### config.mk
export PLATFORM = sky130hd
export DESIGN_NAME = demux32_steer
export DESIGN_NICKNAME = d
export VERILOG_FILES = /design/src/rtl/demux32_steer.sv
export SDC_FILE = /design/constraint.sdc
export NUM_CORES = 1
export LEC_CHECK = 0
export BUFFER_PORTS_ARGS = -buffer_cell sky130_fd_sc_hd__buf_2
export CAP_MARGIN = 15
export CORE_ASPECT_RATIO = 0.6
export CORE_UTILIZATION = 40
export DETAILED_ROUTE_END_ITERATION = 16
export PLACE_DENSITY = 0.76
export SETUP_SLACK_MARGIN = 0.02
export SLEW_MARGIN = 5
export SYNTH_ARGS = -nofsm -noshare
export SYNTH_HDL_FRONTEND = slang
export SYNTH_SLANG_ARGS = --single-unit
### constraint.sdc
create_clock -name clk -period 1.5 [get_ports clk]
set_input_delay 0.225 -clock clk [delete_from_list [all_inputs] [get_ports clk]]
set_output_delay 0.225 -clock clk [all_outputs]
set_load 0.03 [all_outputs]
### src/rtl/demux32_steer.sv
// ============================================================================
// Module   : demux32_steer
// Purpose  : Registered 1-to-2 demultiplexer for datapath words. One
//            valid/ready input stream is steered into lane A (s=0) or lane B
//            (s=1); each lane is a one-entry holding register with its own
//            valid/ready handshake. A saturating counter tracks input stalls.
// Options  : DEMUX32_STEER_BCAST_EN adds a bcast input that loads the word
//            into both lanes at once.
// Revision : 1.0 - initial release
// ============================================================================
`default_nettype none

module demux32_steer #(
   parameter int WIDTH = 32,
   parameter int CNT_W = 16
) (
   input  logic             clk,
   input  logic             rst,
   input  logic             in_valid,
   output logic             in_ready,
   input  logic [WIDTH-1:0] in_data,
   input  logic             s,
`ifdef DEMUX32_STEER_BCAST_EN
   input  logic             bcast,
`endif
   output logic             out_a_valid,
   input  logic             out_a_ready,
   output logic [WIDTH-1:0] out_a_data,
   output logic             out_b_valid,
   input  logic             out_b_ready,
   output logic [WIDTH-1:0] out_b_data,
   output logic [CNT_W-1:0] stall_cnt
);

   localparam logic [0:0]       c_st_empty = 1'b0;
   localparam logic [0:0]       c_st_full  = 1'b1;
   localparam logic [CNT_W-1:0] c_cnt_max  = {CNT_W{1'b1}};

   logic [0:0]       r_state_a;
   logic [0:0]       r_state_b;
   logic [0:0]       w_next_a;
   logic [0:0]       w_next_b;
   logic [WIDTH-1:0] r_data_a;
   logic [WIDTH-1:0] r_data_b;
   logic [CNT_W-1:0] r_stall_cnt;

   logic w_a_can;
   logic w_b_can;
   logic w_sel_a;
   logic w_sel_b;
   logic w_accept;
   logic w_acc_a;
   logic w_acc_b;
   logic w_bcast;

`ifdef DEMUX32_STEER_BCAST_EN
   assign w_bcast = bcast;
`else
   assign w_bcast = 1'b0;
`endif

   // Lane selection and the combinational ready; in_data never reaches this path
   always_comb begin
      w_a_can = (r_state_a == c_st_empty) | out_a_ready;
      w_b_can = (r_state_b == c_st_empty) | out_b_ready;
      // A broadcast needs both lanes free and ignores s
      w_sel_a = w_bcast | ~s;
      w_sel_b = w_bcast | s;
      if (w_bcast) begin
         in_ready = w_a_can & w_b_can;
      end else if (s) begin
         in_ready = w_b_can;
      end else begin
         in_ready = w_a_can;
      end
      w_accept = in_valid & in_ready;
      w_acc_a  = w_accept & w_sel_a;
      w_acc_b  = w_accept & w_sel_b;
   end

   // Lane state registers; reset discards any held word
   always_ff @(posedge clk) begin
      if (rst) begin
         r_state_a <= c_st_empty;
         r_state_b <= c_st_empty;
      end else begin
         r_state_a <= w_next_a;
         r_state_b <= w_next_b;
      end
   end

   // Next-state logic: an accept always leaves the lane FULL, even while draining
   always_comb begin
      w_next_a = r_state_a;
      w_next_b = r_state_b;
      case (r_state_a)
         c_st_empty: if (w_acc_a)                   w_next_a = c_st_full;
         c_st_full:  if (!w_acc_a && out_a_ready)   w_next_a = c_st_empty;
         default:                                   w_next_a = c_st_empty;
      endcase
      case (r_state_b)
         c_st_empty: if (w_acc_b)                   w_next_b = c_st_full;
         c_st_full:  if (!w_acc_b && out_b_ready)   w_next_b = c_st_empty;
         default:                                   w_next_b = c_st_empty;
      endcase
   end

   // Output decode: a lane is valid exactly while it is FULL
   always_comb begin
      out_a_valid = (r_state_a == c_st_full);
      out_b_valid = (r_state_b == c_st_full);
      out_a_data  = r_data_a;
      out_b_data  = r_data_b;
      stall_cnt   = r_stall_cnt;
   end

   // Lane data registers load only on accept; they keep their value after a drain
   always_ff @(posedge clk) begin
      if (rst) begin
         r_data_a <= '0;
         r_data_b <= '0;
      end else begin
         if (w_acc_a) r_data_a <= in_data;
         if (w_acc_b) r_data_b <= in_data;
      end
   end

   // Saturating count of cycles where a presented word is refused
   always_ff @(posedge clk) begin
      if (rst) begin
         r_stall_cnt <= '0;
      end else if (in_valid && !in_ready && (r_stall_cnt != c_cnt_max)) begin
         r_stall_cnt <= r_stall_cnt + 1'b1;
      end
   end

endmodule

`default_nettype wire
* Word-level counts from Yosys, hierarchy flattened *
Index checks and enable logic that the tools add are counted.

operators by class
  equality and inequality tests = 1
  reduce and logical (&&, ||, !) cells = 7
  mux-type cells = 7
  bitwise gates (word level) = 8
  add/subtract/negate cells = 1

operators with widths
  cell                                                              count
  16-bit by 1-bit adder with 16-bit output (second input constant)  1
  16-bit inequality test (second input constant)                    1
  1-bit two-way mux                                                 5
  1-bit logical AND                                                 4
  1-bit one-hot mux with 2 select lines                             2
  1-bit AND                                                         3
  1-bit zero test                                                   3
  1-bit inverter                                                    3
  1-bit OR                                                          2

storage, ports and cells
  output and inout port bits = 83
  register bits after elaboration = 82
  input port bits = 38

* Longest topological paths before layout *
Gate-level depths: netlist of the first run.

  depth after elaboration = 9
  mapped depth = 6

* Worst setup path before layout of the first run *
OpenSTA, ideal clock, no wires.

  path kind = register to register
  from = register r_stall_cnt[0], in the netlist stall_cnt[0]
  to = register r_stall_cnt[0], in the netlist stall_cnt[0]
  cell stages (with the launch flop) = 6
  library setup time = 0.123 ns
  slack = -0.288 ns
  arrival time = 1.664 ns
  cells stage by stage = dfxtp_1 ha_1 nand4_1 nor3_2 a21oi_1 mux2_1

on the way
  cells in the longest elaborated chain, start to end = 2

ends and longest elaborated chain
  item                                                                              RTL line  text
  start, declared                                                                   45        logic [CNT_W-1:0] r_stall_cnt;
  start signal, assigned                                                            133       r_stall_cnt <= r_stall_cnt + 1'b1;
  branches (longest 2 deep; another with 16-bit by 1-bit adder with 16-bit output)  -

Parallel ways; which one is timed is not known.
A chain may end at the register's enable or synchronous reset.

* Final worst setup path of the first run *
  from = register r_state_a, in the netlist out_a_valid
  to = register r_stall_cnt[14], in the netlist stall_cnt[14]

on the way
  cells in the longest elaborated chain, start to end = 6

ends and longest elaborated chain
  item                            RTL line  text
  start, declared                 39        logic [0:0] r_state_a;
  start signal, assigned          84        r_state_a <= c_st_empty;
  start signal, assigned          87        r_state_a <= w_next_a;
  1-bit inverter                  -
  1-bit OR                        64        w_a_can = (r_state_a == c_st_empty) | out_a_ready;
  1-bit two-way mux               71        end else if (s) begin
  1-bit zero test                 132       end else if (in_valid && !in_ready && (r_stall_cnt != c_cnt_max)) begin
  1-bit logical AND (2 in a row)  132

Every way passes these cells.

==> metrics.csv, run 1 <==
stage,metric,value,unit
logic_synthesis,#FFs+latches synth,82,
layout,multi-input logic area,1580,µm²
clock_network,worst-skew pair later-pin latency,330,ps
clock_network,# clock sinks,82,
logic_synthesis,Synth Warn #,0,
logic_synthesis,"Cell Area, Synth",3240,µm²
sta,clock period minus worst slack,1560,ps
grt,largest net degree at the start of global routing,33,
power,Design Power,0.00533,W
setup_path,reg2reg setup slack,-60,ps
grt,vias in the first global route,2910,
logic_synthesis,sequential area share after synthesis,50.7,%
setup_path,CP Buf/Inv Count,1,
clock_network,Worst-path clk slew,60,ps
clock_network,clock tree buffer depth,2,
setup_path,crit path DAT,1770,ps
clock_network,# hold bufs at CTS,0,
drt,routed len/inst,14.4,µm
grt,initial antenna violation count,0,
setup_path,critical path class,reg -> reg,
drt,Remaining DRCs,0,
run,# Max-Cap Violations,0,
setup_path,Worst Reg2Reg Path Length in Cells,5,
setup_path,cell class contributing the biggest share of worst-path delay,simple AND/OR/NAND/NOR gates,
drt,Final ANT Viol Nets,0,
setup_path,max incr delay on CP,480,ps
logic_synthesis,"Avg Cell Area, Syn",8.11,µm²
clock_network,number of H-tree levels,3,
layout,"commonest non-fill, non-tap cell in the layout",nand2_1,
sta,RSZ-0062 raised after global routing,yes,
grt,total track usage,21.8,%
grt,grt ovf,0,
drt,DR iter-0 viols,229,
drt,vias per inst,5.10,
layout,Final Core Density,60.8,%
floorplanning,die area,8470,µm²
logic_synthesis,Synth Net Count,438,
layout,Fillers,664,
floorplanning,Core ar.,7540,µm²
floorplanning,I/O pin total,121,
placed_design,I/O Buffers,120,
logic_synthesis,share of flip-flops with an asynchronous set or reset,0,%
placed_design,GP Congestion,0.864,
sta,Final WS setup,-56.1,ps
setup_path,Crit. End Element,flip-flop,
clock_network,Root Driver,clkbuf_16,
placed_design,HPWL after DPL,6430,µm
drt,Met3 Wirelength,690,µm
worst_hold_path,Hold Crit Class,in -> reg,
setup_path,top fanout value on the critical path,5,
floorplanning,starting density of the core,42.9,%
drt,final wirelength,9240,µm
run_status,status,"finished, violations left",
drt,via count,3270,
clock_network,CTS Buf Count,9,
sta,Final period util,104,%
setup_path,crit path to,stall_cnt[14],
power,PwrDens,1160,nW/µm²
layout,FF/Latch Area,1680,µm²
setup_path,worst path cell trace,nor3b_4 -> buf_4 -> o211ai_4 -> or4b_1 -> o211a_1,
drt,highest routed layer,met4,
sta,Achievable Freq,0.643,GHz
sta,Worst Tran Pin Value,519,ps
sta,endpoints failing hold,0,
power,Pleak,2.06,nW
setup_path,Slowest cell on crit path,or4b_1,
layout,P&R area growth vs syn,41.6,%
drt,DRT met1 WL,4380,µm
layout,nets,572,
floorplanning,# rows,24,
logic_synthesis,post-synthesis cell count,399,
layout,layout cell share with drive strength beyond 1,37.8,%
setup_path,Worst Path Required,1720,ps
grt,first-pass GRT wire length,14600,µm
setup_path,Setup crit start kind,flip-flop,
setup_path,Worst path depth,5,
floorplanning,die height,71.7,µm
floorplanning,die width,118,µm
setup_path,Worst R2R Start,out_a_valid,
sta,final count of negative-setup-slack endpoints,8,
layout,diode count,0,
setup_path,R2R Path End,stall_cnt[14],
logic_synthesis,Synth cell types,45,
setup_path,CP startpoint,out_a_valid,
layout,most frequent cells in the layout,"nand2_1, buf_2, a21oi_1",
sta,clk_skew,5.24,ps
drt,WL met2,4050,µm
drt,DRT Pass-1 Iters,4,
power,peak supply drop,0.000609,V
clock_network,CTS tree,built,
logic_synthesis,number of synthesized flops with an enable pin,0,
sta,Final Max Tran Viols,0,
sta,Slew Limit Headroom,65.4,%
run_status,failing checks,setup timing,
logic_synthesis,dominant synthesized flop cell,dfxtp_1,
## cell type report
class | count | area share [%]
clock buffers | 11 | 5.76
repair buffers | 146 | 18.2
clock inverters | 4 | 1.56
inverters | 5 | 0.409
multi-input cells | 289 | 34.6
well taps | 104 | 2.84
flip-flops and latches | 82 | 36.7
## repair_timing
| item | 4_1_cts | 5_1_grt |
|---|---|---|
| resized for setup | 8 | 8 |
| endpoints found under the setup margin | 11 | 17 |
| pin swaps | 2 | 3 |
| buffers inserted | 3 | 1 |
| gates cloned | 1 | 0 |
## where the power goes
group | switching, W | internal (W) | leakage, nW
Sequential | 0.0000434 | 0.00225 | 0.679
Combinational | 0.000405 | 0.000187 | 1.21
Clock | 0.000850 | 0.00159 | 0.167
## kinds of logic after synthesis
kind of cell	after synthesis	synth area share (%)
and+or+nand+nor	190	27.1
AOI/OAI and AO/OA	89	15.6
DFF	82	50.7
buffers and inverters	29	3.44
muxes	8	2.74
adders and majority gates	1	0.386
## worst min-delay path by stage
stage                               from             end  depth (start not counted)
final                         in_data[2]   out_b_data[2]                          3
after CTS                    in_data[23]  out_a_data[23]                          3
after global placement    out_b_data[28]  out_b_data[28]                          2
after global routing          in_data[6]   out_b_data[6]                          3
after detailed placement  out_a_data[27]  out_a_data[27]                          2
after floorplan               in_data[0]   out_a_data[0]                          2
## stage by stage
| step | cell area, µm² | worst slack (ps) | hold WS (ps) | TNS, ps | cells |
|---|---|---|---|---|---|
| global route | 4580 | -125 | 134 | -1120 | 641 |
| floorplan | 3310 | -40.9 | 361 | -124 | 399 |
| global placement | 4140 | -32.1 | 439 | -84.2 | 621 |
| finish | 4580 | -56.1 | 144 | -242 | 641 |
| detailed placement | 4140 | -102 | 443 | -557 | 621 |
| CTS | 4540 | -40.6 | 131 | -106 | 640 |
## sequential cells by signal, indices dropped and copies added (netlist names)
| signal | count |
|---|---|
| out_a_data | 32 |
| out_a_valid | 1 |
| stall_cnt | 16 |
| out_b_data | 32 |
| out_b_valid | 1 |
## synthesized netlist by cell type (all sizes together) (2+ instances only)
cell type / instances / area [µm²]
and3: 3 / 18.8
o211ai: 2 / 28.8
a31oi: 2 / 12.5
nand2: 135 / 509
nor3: 8 / 50.1
or4: 2 / 15.0
and3b: 2 / 21.3
mux2: 7 / 78.8
nand3: 6 / 30.0
nor4: 2 / 27.5
dfxtp: 82 / 1640
a211oi: 4 / 30.0
o31ai: 2 / 15.0
nor2: 11 / 41.3
a21oi: 72 / 360
and2: 2 / 12.5
inv: 5 / 18.8
nand2b: 2 / 12.5
o211a: 2 / 20.0
clkbuf: 22 / 83.8
o21ai: 2 / 10.0
buf: 2 / 8.75
nand4: 4 / 25.0
nor2b: 6 / 37.5
## routing by layer
| layer | vias up | global-route usage [%] |
|---|---|---|
| met5 | - | 0 |
| met3 | 14 | 6.61 |
| met2 | 126 | 34.2 |
| li1 | 1623 | - |
| met1 | 1507 | 29.2 |
| met4 | 0 | 6.41 |
## worst min-delay path, delay by kind of cell
family	cells	cell delay, ps
AO/OA/AOI/OAI	1	50
buffers and inverters	1	100
AND/OR/NAND/NOR	1	50
No activity file was read; power rests on OpenSTA's default activity.
==> run 2, diff against run 1 <==
CTS_BUF_LIST = sky130_fd_sc_hd__clkbuf_2 sky130_fd_sc_hd__clkbuf_4 sky130_fd_sc_hd__clkbuf_8   (was default)
==> metrics.csv, run 2 (synthesis results as in run 1) <==
stage,metric,value,unit
sta,Final Max Tran Viols,0,
power,sequential share of power,47.5,%
power,Pleak,2.03,nW
worst_hold_path,Hold Crit Class,in -> reg,
drt,Met3 Wirelength,751,µm
setup_path,crit path DAT,1840,ps
power,Psw,0.00124,W
clock_network,Root Driver,clkbuf_8,
run,# Max-Cap Violations,0,
drt,DRT met1 WL,4440,µm
drt,Remaining DRCs,0,
setup_path,Slowest cell on crit path,or4_1,
setup_path,critical path class,reg -> reg,
layout,most frequent cells in the layout,"nand2_1, buf_2, a21oi_1",
grt,grt ovf,0,
placed_design,GP Congestion,0.864,
setup_path,top fanout value on the critical path,5,
floorplanning,starting density of the core,42.9,%
setup_path,max incr delay on CP,500,ps
sta,endpoints failing hold,0,
clock_network,# hold bufs at CTS,0,
grt,initial antenna violation count,0,
clock_network,clock tree buffer depth,2,
setup_path,Setup crit start kind,flip-flop,
layout,layout cell share with drive strength beyond 1,39.6,%
clock_network,number of H-tree levels,3,
power,logic gate share of total power,12.4,%
layout,diode count,0,
sta,Final WS setup,-90.9,ps
placed_design,Placed Cells,621,
floorplanning,die width,118,µm
drt,DR iter-0 viols,259,
sta,Slew Limit Headroom,66.2,%
drt,routed len/inst,14.8,µm
floorplanning,I/O pin total,121,
drt,vias per inst,5.07,
clock_network,# clock sinks,82,
floorplanning,die area,8470,µm²
clock_network,worst-skew pair later-pin latency,350,ps
sta,Achievable Freq,0.629,GHz
layout,P&R area growth vs syn,41.4,%
layout,final std cells w/o fill,647,
floorplanning,Core ar.,7540,µm²
setup_path,worst path cell trace,nor3b_4 -> buf_6 -> o211ai_4 -> or4_1 -> o211a_1,
run_status,status,"finished, violations left",
power,peak supply drop,0.000573,V
placed_design,I/O Buffers,120,
layout,"commonest non-fill, non-tap cell in the layout",nand2_1,
drt,via count,3283,
layout,nets,578,
setup_path,Crit. End Element,flip-flop,
grt,vias in the first global route,2912,
run_status,failing checks,setup timing,
power,PwrDens,1050,nW/µm²
power,Pint,0.00357,W
drt,final wirelength,9560,µm
sta,final count of negative-setup-slack endpoints,11,
drt,highest routed layer,met4,
clock_network,CTS Buf Count,9,
sta,clock period minus worst slack,1590,ps
placed_design,pre-CTS setup slack,-102,ps
clock_network,CTS tree,built,
clock_network,Worst-path clk slew,90,ps
floorplanning,die height,71.7,µm
sta,clk_skew,7.17,ps
grt,first-pass GRT wire length,14700,µm
power,switching part of the total,25.8,%
layout,Final Core Density,60.7,%
grt,largest net degree at the start of global routing,33,
placed_design,HPWL after DPL,6430,µm
drt,DRT Pass-1 Iters,4,
drt,Final ANT Viol Nets,0,
floorplanning,# rows,24,
sta,Worst Tran Pin Value,508,ps
sta,RSZ-0062 raised after global routing,yes,
grt,total track usage,22.1,%
sta,hold_ws,117,ps
power,Clk pwr share,40.1,%
drt,WL met2,4290,µm
setup_path,Worst Path Required,1750,ps
power,Design Power,0.00482,W
sta,Final period util,106,%
run 2: final cells by class:
type / count / area, µm²
Inverter: 5 / 18.8
Clock inverter: 5 / 101
Multi-Input combinational cell: 289 / 1620
Fill cell: 678 / 2960
Sequential cell: 82 / 1690
Timing Repair Buffer: 152 / 883
Tap cell: 104 / 130
Clock buffer: 10 / 138
run 2: metal layers:
metal  track usage (%)  vias up
met1              29.6     1521
met4              5.84        0
met3              7.32       12
met5                 0        -
li1                  -     1630
met2              34.4      120
run 2: worst max-delay path: cells and delay by family (launching register included):
family | cells | cell delay, ps
AO/OA/AOI/OAI | 2 | 260
buffers and inverters | 1 | 140
flip-flops | 1 | 350
AND/OR/NAND/NOR | 2 | 730
run 2: final timing paths:
path	start	end	slack [ps]	cells after the start
setup reg to reg	out_a_valid	stall_cnt[8]	-90	5
setup / recovery	out_a_valid	stall_cnt[8]	-90	5
hold reg to reg	out_b_data[0]	out_b_data[0]	450	2
hold / removal	in_data[23]	out_a_data[23]	120	3
run 2: per-stage QoR:
stage               setup TNS (ps)  instance area (µm²)
finish                        -515                 4580
global route                 -1210                 4580
CTS                           -206                 4460
detailed placement            -557                 4140
global placement             -84.2                 4140
floorplan                     -124                 3310
run 2: timing repair:
item                                    in CTS  in global routing
gates resized for setup                     10                 16
gates cloned                                 1                  0
endpoints found under the setup margin      11                 16
setup buffers                                3                  7
pin swaps                                    2                 11
run 2: power groups by stage:
stage / registers [W] / logic (W) / clock network (W)
after CTS: 0.00229 / 0.000588 / 0.00196
after global placement: 0.00234 / 0.000570 / 0
after floorplan: 0.00251 / 0.000190 / 0
after detailed placement: 0.00234 / 0.000581 / 0
after global routing: 0.00230 / 0.000640 / 0.00206
final: 0.00229 / 0.000595 / 0.00193
==> run 3, diff against run 2 <==
ABC_AREA = 1   (was default)
PLACE_DENSITY = 0.75   (was 0.76)
==> metrics.csv, run 3 <==
stage,metric,value,unit
drt,Remaining DRCs,0,
clock_network,CTS tree,built,
worst_hold_path,Hold EP,out_a_data[30],
drt,Met3 Wirelength,854,µm
logic_synthesis,number of synthesized flops with an enable pin,0,
drt,via count,3386,
layout,Final Core Density,54.4,%
sta,clock period minus worst slack,1400,ps
logic_synthesis,"Avg Cell Area, Syn",7.26,µm²
grt,largest net degree at the start of global routing,47,
layout,P&R area growth vs syn,30.0,%
placed_design,GP Congestion,0.911,
layout,most frequent cells in the layout,"nand2_1, buf_2, dfxtp_1",
floorplanning,die height,72.8,µm
setup_path,Crit. End Element,flip-flop,
grt,first-pass GRT wire length,14400,µm
grt,vias in the first global route,3006,
sta,Final WS setup,102,ps
sta,RSZ-0062 raised after global routing,no,
logic_synthesis,most instantiated cells after synthesis,"nand2_1, dfxtp_1, a21oi_1",
setup_path,top fanout value on the critical path,13,
run,# Max-Cap Violations,0,
placed_design,I/O Buffers,120,
floorplanning,die width,120,µm
setup_path,Worst Path Required,1790,ps
drt,routed len/inst,13.0,µm
setup_path,reg2reg setup slack,100,ps
logic_synthesis,post-synthesis cell count,460,
clock_network,clock tree buffer depth,2,
clock_network,Worst-path clk slew,80,ps
logic_synthesis,area fraction of the dominant cell type after synthesis,49.2,%
setup_path,crit path DAT,1690,ps
setup_path,R2R Path End,stall_cnt[1],
placed_design,pre-CTS setup slack,96.2,ps
run_status,status,"finished, final reports clean",
floorplanning,die area,8730,µm²
logic_synthesis,Synth Warn #,0,
clock_network,# clock sinks,82,
worst_hold_path,Hold Path Origin,in_data[30],
grt,grt ovf,0,
floorplanning,# rows,25,
drt,Final ANT Viol Nets,0,
layout,diode count,0,
sta,endpoints failing hold,0,
layout,nets,621,
worst_hold_path,hold path cells,3,
sta,Final Max Tran Viols,0,
drt,WL met2,3990,µm
logic_synthesis,Synth cell types,27,
sta,Worst Tran Pin Value,504,ps
logic_synthesis,cell accounting for the most synthesized area,dfxtp_1,
power,PwrDens,1020,nW/µm²
drt,highest routed layer,met4,
logic_synthesis,most frequent cell after synthesis,nand2_1,
floorplanning,Core ar.,7980,µm²
sta,Achievable Freq,0.716,GHz
worst_hold_path,Hold Crit Class,in -> reg,
floorplanning,starting density of the core,41.9,%
clock_network,Root Driver,clkbuf_8,
logic_synthesis,Synth Net Count,499,
clock_network,worst-skew pair later-pin latency,360,ps
setup_path,Worst Reg2Reg Path Length in Cells,6,
logic_synthesis,#FFs+latches synth,82,
drt,final wirelength,9040,µm
floorplanning,I/O pin total,121,
grt,initial antenna violation count,0,
setup_path,Worst R2R Start,stall_cnt[9],
grt,total track usage,21.3,%
sta,clk_skew,4.45,ps
layout,layout cell share with drive strength beyond 1,32.2,%
drt,DRT met1 WL,4080,µm
clock_network,number of H-tree levels,3,
placed_design,HPWL after DPL,6490,µm
sta,Final period util,93.2,%
layout,"commonest non-fill, non-tap cell in the layout",nand2_1,
power,peak supply drop,0.000743,V
sta,setup TNS,0,ps
logic_synthesis,sequential area share after synthesis,49.2,%
power,Pleak,1.99,nW
logic_synthesis,share of flip-flops with an asynchronous set or reset,0,%
drt,DR iter-0 viols,252,
logic_synthesis,dominant synthesized flop cell,dfxtp_1,
drt,DRT Pass-1 Iters,4,
sta,Slew Limit Headroom,66.3,%
setup_path,Setup crit start kind,flip-flop,
sta,final count of negative-setup-slack endpoints,0,
drt,vias per inst,4.87,
logic_synthesis,"Cell Area, Synth",3340,µm²
setup_path,critical path class,reg -> reg,
logic_synthesis,synth top area cells,"dfxtp_1, nand2_1, a21oi_1",
clock_network,CTS Buf Count,9,
## run 3: cell types whose count changed after synthesis, sizes merged, moves of 12 or more
| cell | change |
|---|---|
| buf | +12 |
| clkbuf | -14 |
| inv | +19 |
| nand2 | +54 |
| nand3 | +12 |
| nor2 | +27 |
## run 3: layout make-up
class	count	area (µm²)
Clock buffer	12	159
Clock inverter	4	26.3
Fill cell	778	3640
Inverter	25	93.8
Multi-Input combinational cell	331	1540
Sequential cell	82	1650
Tap cell	108	135
Timing Repair Buffer	133	736
## run 3: worst max-delay path by stage
stage          cells after the start         start       endpoint  slack (ps)
4_1_cts                            7  stall_cnt[1]   stall_cnt[1]          60
3_5_place_dp                       7  stall_cnt[0]   stall_cnt[1]         100
6_report                           6  stall_cnt[9]   stall_cnt[1]         100
3_3_place_gp                       8  stall_cnt[0]  stall_cnt[10]         160
5_1_grt                            9  stall_cnt[1]  stall_cnt[14]          20
2_1_floorplan                      7  stall_cnt[1]   stall_cnt[9]          50
## run 3: logic make-up after synthesis
family / Yosys count / share of synthesized area, %
compound gates: 77 / 12.0
fa+ha+maj: 1 / 0.375
simple gates: 250 / 31.5
flops: 82 / 49.2
xor+xnor: 3 / 0.787
buf+inv: 47 / 6.15
## run 3: power by group
group,internal [W],switching (W),total (W)
Sequential,0.00226,0.0000484,0.00231
Clock,0.000707,0.000780,0.00149
Combinational,0.000192,0.000429,0.000620
## run 3: per-layer routing
metal / GRT usage [%] / vias up
met5: 0 / -
met4: 7.64 / 0
met3: 7.58 / 12
met2: 32.8 / 138
met1: 27.7 / 1539
li1: - / 1697
## run 3: critical path, cell delays in order, from the launching register on
cell and delay (ps):
dfxtp_1 430, nand4_1 190, nor2_4 260, nand2_8 130, nand2_8 110, o21ai_0 90, nor2_1 120
## run 3: through the flow
stage / std cells / total power (W) / hold slack [ps] / instance area [µm²]
global route: 695 / 0.00462 / 102 / 4340
floorplan: 460 / 0.00275 / 368 / 3340
global placement: 677 / 0.00297 / 449 / 4090
finish: 695 / 0.00442 / 118 / 4340
CTS: 693 / 0.00449 / 92.7 / 4270
detailed placement: 677 / 0.00298 / 451 / 4090
## run 3: what timing repair did
action,4_1_cts,5_1_grt
hold endpoints to repair,0,0
hold buffers,0,0
endpoints found under the setup margin,0,12
setup buffers,0,2
gates resized for setup,0,15
